### config.mk
export PLATFORM = sky130hd
export DESIGN_NAME = mystic_wb_pipe
export DESIGN_NICKNAME = d
export VERILOG_FILES = /design/src/rtl/mystic_wb_pipe.sv
export SDC_FILE = /design/constraint.sdc
export NUM_CORES = 1
export LEC_CHECK = 0
export CAP_MARGIN = 40
export CORE_MARGIN = 2
export CORE_UTILIZATION = 45
export CTS_CLUSTER_DIAMETER = 50
export DETAILED_ROUTE_END_ITERATION = 6
export PLACE_DENSITY = 0.83
export REMOVE_ABC_BUFFERS = 1
export SYNTH_ARGS = -nofsm -noshare
export SYNTH_HDL_FRONTEND = slang
export SYNTH_SLANG_ARGS = --single-unit
### constraint.sdc
create_clock -name clk_i -period 8.5 [get_ports clk_i]
set_input_delay 1.275 -clock clk_i [delete_from_list [all_inputs] [get_ports clk_i]]
set_output_delay 1.275 -clock clk_i [all_outputs]
set_load 0.01 [all_outputs]
### src/rtl/mystic_wb_pipe.sv
// Writeback delay pipeline: carries register-file writes through DEPTH
// stages, commits them from the oldest stage and forwards pending results
// to operand lookups. Youngest matching stage wins a forwarding race.
module mystic_wb_pipe #(
    parameter int DEPTH  = 3,
    parameter int DATA_W = 64,
    parameter int ADDR_W = 5
) (
    input  logic              clk_i,
    input  logic              rstn_i,
    input  logic              stall_i,
    input  logic              flush_i,
    input  logic              in_valid_i,
    input  logic              in_we_i,
    input  logic [ADDR_W-1:0] in_rd_i,
    input  logic [DATA_W-1:0] in_data_i,
    output logic              out_valid_o,
    output logic              out_we_o,
    output logic [ADDR_W-1:0] out_rd_o,
    output logic [DATA_W-1:0] out_data_o,
    output logic              out_commit_o,
    input  logic [ADDR_W-1:0] rs1_i,
    input  logic [ADDR_W-1:0] rs2_i,
    output logic              fwd1_hit_o,
    output logic              fwd2_hit_o,
    output logic [DATA_W-1:0] fwd1_data_o,
    output logic [DATA_W-1:0] fwd2_data_o,
    output logic [3:0]        occupancy_o
);

    // Stage storage, index 0 is the youngest entry.
    logic [DEPTH-1:0] vld_q;
    logic [DEPTH-1:0] we_q;
    logic [ADDR_W-1:0] rd_q   [DEPTH];
    logic [DATA_W-1:0] data_q [DEPTH];

    // True when stage k holds a live write that can satisfy lookup index rs.
    function automatic logic stage_match(input logic v, input logic w,
                                         input logic [ADDR_W-1:0] rd,
                                         input logic [ADDR_W-1:0] rs);
        return v && w && (rd == rs) && (rs != '0);
    endfunction

    // Shift register: reset clears everything, flush kills valids only,
    // stall freezes the whole pipe and ignores the input entry.
    always_ff @(posedge clk_i) begin
        if (!rstn_i) begin
            vld_q <= '0;
            we_q  <= '0;
            for (int k = 0; k < DEPTH; k++) begin
                rd_q[k]   <= '0;
                data_q[k] <= '0;
            end
        end else if (flush_i) begin
            vld_q <= '0;
        end else if (!stall_i) begin
            vld_q[0]  <= in_valid_i;
            we_q[0]   <= in_we_i;
            rd_q[0]   <= in_rd_i;
            data_q[0] <= in_data_i;
            for (int k = 1; k < DEPTH; k++) begin
                vld_q[k]  <= vld_q[k-1];
                we_q[k]   <= we_q[k-1];
                rd_q[k]   <= rd_q[k-1];
                data_q[k] <= data_q[k-1];
            end
        end
    end

    assign out_valid_o = vld_q[DEPTH-1];
    assign out_we_o    = we_q[DEPTH-1];
    assign out_rd_o    = rd_q[DEPTH-1];
    assign out_data_o  = data_q[DEPTH-1];

    // A held entry only strobes once, on the cycle the stall releases.
    assign out_commit_o = out_valid_o & out_we_o & (out_rd_o != '0) & ~stall_i & ~flush_i;

    // Forwarding scan from oldest to youngest so the youngest match overrides.
    always_comb begin
        fwd1_hit_o  = 1'b0;
        fwd1_data_o = '0;
        fwd2_hit_o  = 1'b0;
        fwd2_data_o = '0;
        for (int k = DEPTH-1; k >= 0; k--) begin
            if (stage_match(vld_q[k], we_q[k], rd_q[k], rs1_i)) begin
                fwd1_hit_o  = 1'b1;
                fwd1_data_o = data_q[k];
            end
            if (stage_match(vld_q[k], we_q[k], rd_q[k], rs2_i)) begin
                fwd2_hit_o  = 1'b1;
                fwd2_data_o = data_q[k];
            end
        end
    end

    // Population count of live stages.
    always_comb begin
        occupancy_o = '0;
        for (int k = 0; k < DEPTH; k++) begin
            occupancy_o = occupancy_o + {3'b000, vld_q[k]};
        end
    end

endmodule

# --- Word-level counts from Yosys, hierarchy flattened ---
# Memories as Yosys holds them, arrays and structs flattened.
# Index checks and enable logic that the tools add are counted.
word_totals:
  ramBits: 207
  elab_cells: 68
  out_inout_bits: 206
  reg_bits: 6
  n_memories: 2
  in_bits: 85
memory_table:
  columns: ["memory", "depth", "word_bits", "read_ports", "rd_ports_with_merged_regs", "write_ports", "line_no", "text"]
  rows:
  - ["data_q", 3, 64, 3, 0, 3, "35", "logic [DATA_W-1:0] data_q [DEPTH];"]
  - ["rd_q", 3, 5, 3, 0, 3, "34", "logic [ADDR_W-1:0] rd_q [DEPTH];"]
op_classes:
  n_bitwise: 13
  reduce_logical: 20
  n_addsub: 2
  muxes: 23
  eq_ne: 6
ops:
  columns: ["operator", "count"]
  rows:
  - ["64-bit 2-to-1 mux", 9]
  - ["5-bit equality test", 6]
  - ["1-bit logical AND", 15]
  - ["5-bit 2-to-1 mux", 3]
  - ["5-bit nonzero test", 3]
  - ["1-bit 2-to-1 mux", 11]
  - ["1-bit OR", 6]
  - ["1-bit AND", 4]
  - ["2-bit by 1-bit adder with 3-bit output", 1]
  - ["1-bit inverter", 3]
  - ["1-bit by 1-bit adder with 2-bit output", 1]
  - ["2-bit AND reduction", 1]
  - ["2-bit OR reduction", 1]

# --- Depth between registers and ports, before layout ---
# An unclocked memory read counts as a cell.
depth:
  depth_word: 7
  ltp_mapped: 8
  mapped_depth_nobuf: 5

# --- Worst setup path before layout ---
# Ideal clock, no wire load.
synth_timing:
  path_type: "input-to-reg"
  from: "in stall_i"
  to: "mem data_q[0][0], enable pin"
  setup_ns: 0.559
  stages: 3
  slack_ns: 2.419
  n_path_buf: 0
  arrival_ns: 5.521
  t_required_ns: 7.941
  cell_sequence: "nor2_1 nor2b_1 inv_1"
synth_rtl:
  columns: ["item", "line_no", "text"]
  rows:
  - ["start, declared", "11", "input logic stall_i,"]
  - ["end, declared", "35", null]

# --- Worst setup path in the final report ---
layout_timing:
  from: "in rs1_i[4]"
  to: "out fwd1_data_o[52]"
layout_between:
  elab_chain_len: 6
  word_cells_on_any_way: 13
  cone_classes: "eq/ne: 3; mux: 3; reduce/logical: 7"
layout_lines:
  columns: ["item", "line_no", "text"]
  rows:
  - ["start, declared", "22", "input logic [ADDR_W-1:0] rs1_i,"]
  - ["5-bit equality test", "41", "return v && w && (rd == rs) && (rs != '0);"]
  - ["1-bit logical AND (2 in series)", "41", null]
  - ["64-bit 2-to-1 mux (2 in series)", "85", "if (stage_match(vld_q[k], we_q[k], rd_q[k], rs1_i)) begin"]
  - ["64-bit 2-to-1 mux (*)", "85", null]
  - ["end, declared", "26", "output logic [DATA_W-1:0] fwd1_data_o,"]
# Every way passes the cells marked *; elsewhere a longest branch is shown, timed or not.

==> results.sh <==
export IMPL_status="complete, but fails checks"
export IMPL_violations="DRC"
export IMPL_area_growth_pct=28.6
export IMPL_core_area_mm2=0.0261
export IMPL_htreeDepth=1
export IMPL_initial_core_util=0.460
export IMPL_grt_pass1_vias=9803
export IMPL_p_leak_nw=5.59
export IMPL_syn_area_per_cell_um2=10.3
export IMPL_clockBufferDepth=3
export IMPL_io_buffers=288
export IMPL_die_h_um=167
export IMPL_synth_top_area_share=0.517
export IMPL_cts_clk_slew_worst_paths_ns=0.05
export IMPL_hold_violations=0
export IMPL_path_max_fanout=35
export IMPL_cts_buffers=28
export IMPL_synth_cell_area_mm2=0.0120
export IMPL_path_class="input port to primary output"
export IMPL_power_density_mw_per_mm2=168
export IMPL_hpwl_mm=21.7
export IMPL_pre_cts_ws_ns=2.59
export IMPL_fin_nets=1413
export IMPL_clock_skew_ns=0.0155
export IMPL_cts_tree="built"
export IMPL_io_pins=291
export IMPL_setup_worst_path_start_class="input port"
export IMPL_insertion_delay_ns=0.53
export IMPL_synth_ff_type="edfxtp_1"
export IMPL_ir_drop_mv=0.112
export IMPL_antenna_found_initial=1
export IMPL_post_cts_setup_buffers=0
export IMPL_finalCritPeriodShare=0.697
export IMPL_synth_seq_cells=213
export IMPL_drc=40
export IMPL_crit_arrival_ns=4.65
export IMPL_timing_hold_ws_ns=0.505
export IMPL_wl_per_cell_um=21.2
export IMPL_fmax_mhz=169
export IMPL_layout_setup_ws_ns=2.58
export IMPL_hold_buffers=0
export IMPL_drt_iter0_drc=1187
export IMPL_drive_above_1_share=0.0846
export IMPL_vias=10000
export IMPL_yosys_top_cells_area="edfxtp_1, and2_1, a21oi_1"
export IMPL_routabilityCongestion=0.859
export IMPL_cts_root_buf="clkbuf_16"
export IMPL_dr_pass1_iters=7
export IMPL_totalWireLength_mm=35.8
export IMPL_grt_max_degree=124
export IMPL_hold_path_class="flip-flop to flip-flop"
export IMPL_synth_edf_count=207
export IMPL_async_flop_share=0
export IMPL_finalMaxSlewViolations=0
export IMPL_dieArea_mm2=0.0280
export IMPL_crit_path_end_kind="primary output"
export IMPL_grt_setup_unrepaired="false"
export IMPL_synth_top_area_cell="edfxtp_1"
export IMPL_critPathRequiredTime_ns=7.22
export IMPL_max_slew_margin=0.388
export IMPL_max_cap_violations=0
export IMPL_ant_nets=0
export IMPL_cts_resized=0
export IMPL_synthCells=1166
export IMPL_fin_setup_tns_ns=0
export IMPL_final_util=0.591
export IMPL_cts_sinks=213
export IMPL_grt_ovfl_total=0
export IMPL_synth_cell_types=37
export IMPL_die_x_um=167
export IMPL_vias_per_cell=5.96
export IMPL_ys_warn_count=0
export IMPL_grt_usage=0.243
export IMPL_worst_slew_pin_transition_ns=0.918
export IMPL_reg2reg_slack_ns=7.46
export IMPL_yosysSeqAreaShare=0.527
export IMPL_rows=59
export IMPL_period_needed_ns=5.92
export IMPL_grt_pass1_wl_mm=55.1
export IMPL_finalSetupViolations=0
metal layers:
layer | vias up | wire length (um) | track usage
li1 | 4487 | - | -
met1 | 4818 | 14100 | 0.324
met2 | 645 | 17000 | 0.400
met3 | 82 | 3660 | 0.0468
met4 | 0 | 980 | 0.0851
met5 | - | 0 | 0
registers in the layout (all words and copies together) (netlist names):
signal and flops:
we_q 3, vld_q 3, rd_q 15, data_q 192
worst max-delay path, cell delays in order:
cell and delay (ns):
clkdlybuf4s50_1 0.51, nor4_1 0.47, nand2b_1 0.30, nand3_2 0.64, buf_4 0.52, nor2_1 0.07, a21oi_1 0.23, clkdlybuf4s50_1 0.60
cell type report:
cell class,instances,area (um^2)
repair buffers,307,3090
fillers,2176,10700
clock buffers,34,744
well taps,335,419
flip-flops and latches,213,6340
multi-input cells,776,4690
inverters,1,11.3
clock inverters,16,149
diodes,1,2.50
cell families after synthesis:
group                    share of synthesized area
AO/OA/AOI/OAI                                0.140
multiplexers                               0.00250
adder cells (fa/ha/maj)                    0.00167
AND/OR/NAND/NOR                              0.221
flip-flops                                   0.527
XOR/XNOR                                    0.0219
other                                     0.000312
buffers and inverters                       0.0855
worst paths after layout:
check	cells past startpoint	start	to
max reg2reg	1	we_q[2]	we_q[2]
min	1	we_q[0]	we_q[1]
max	8	rs1_i[4]	fwd1_data_o[52]
min reg2reg	1	we_q[0]	we_q[1]
metrics by stage:
step,instances,total power [mW],area (um^2)
2_1_floorplan,990,1.37,11000
3_3_place_gp,1628,1.48,14500
3_5_place_dp,1632,1.49,14600
4_1_cts,1682,2.62,15400
5_1_grt,1682,2.69,15400
6_report,1683,2.60,15400
Yosys cell counts, types with 16 or more instances:
library cell,n
buf_2,29
a21oi_2,40
edfxtp_1,207
and2_1,209
nand4_1,72
nor2_1,136
a21oi_1,158
buf_4,76
clkbuf_1,59
and3_1,31
a32oi_1,52
xnor2_1,16
cell usage in the layout, fill, tap and decap left out, types with 2 or more instances in the layout:
cell / Yosys / layout
a211o_1: 2 / 2
clkbuf_16: 0 / 29
xnor2_1: 16 / 16
xor2_1: 14 / 14
conb_1: 1 / 2
buf_16: 0 / 3
dfxtp_1: 6 / 6
inv_6: 0 / 4
clkdlybuf4s50_1: 0 / 288
clkbuf_1: 59 / 5
a22o_1: 3 / 3
nor4_2: 1 / 3
bufinv_16: 0 / 2
nor4_1: 4 / 2
and2_1: 209 / 207
a32oi_1: 52 / 52
edfxtp_1: 207 / 207
nand2_1: 2 / 2
mux2i_1: 3 / 3
nand3_1: 11 / 11
nor2b_1: 2 / 2
clkinv_1: 0 / 4
clkinv_2: 0 / 3
nand4_1: 72 / 72
a21oi_1: 158 / 158
buf_4: 76 / 15
nor2_1: 136 / 136
or2_2: 2 / 2
and3_1: 31 / 29
clkinvlp_4: 0 / 2
a21oi_2: 40 / 40
and3_2: 0 / 2
nand2b_1: 2 / 2
a31oi_1: 5 / 5
where the power goes:
part | switching, mW | internal (mW)
registers | 0.0573 | 1.23
logic | 0.0869 | 0.0948
clock network | 0.450 | 0.686
(Power assumes the default switching activity.)
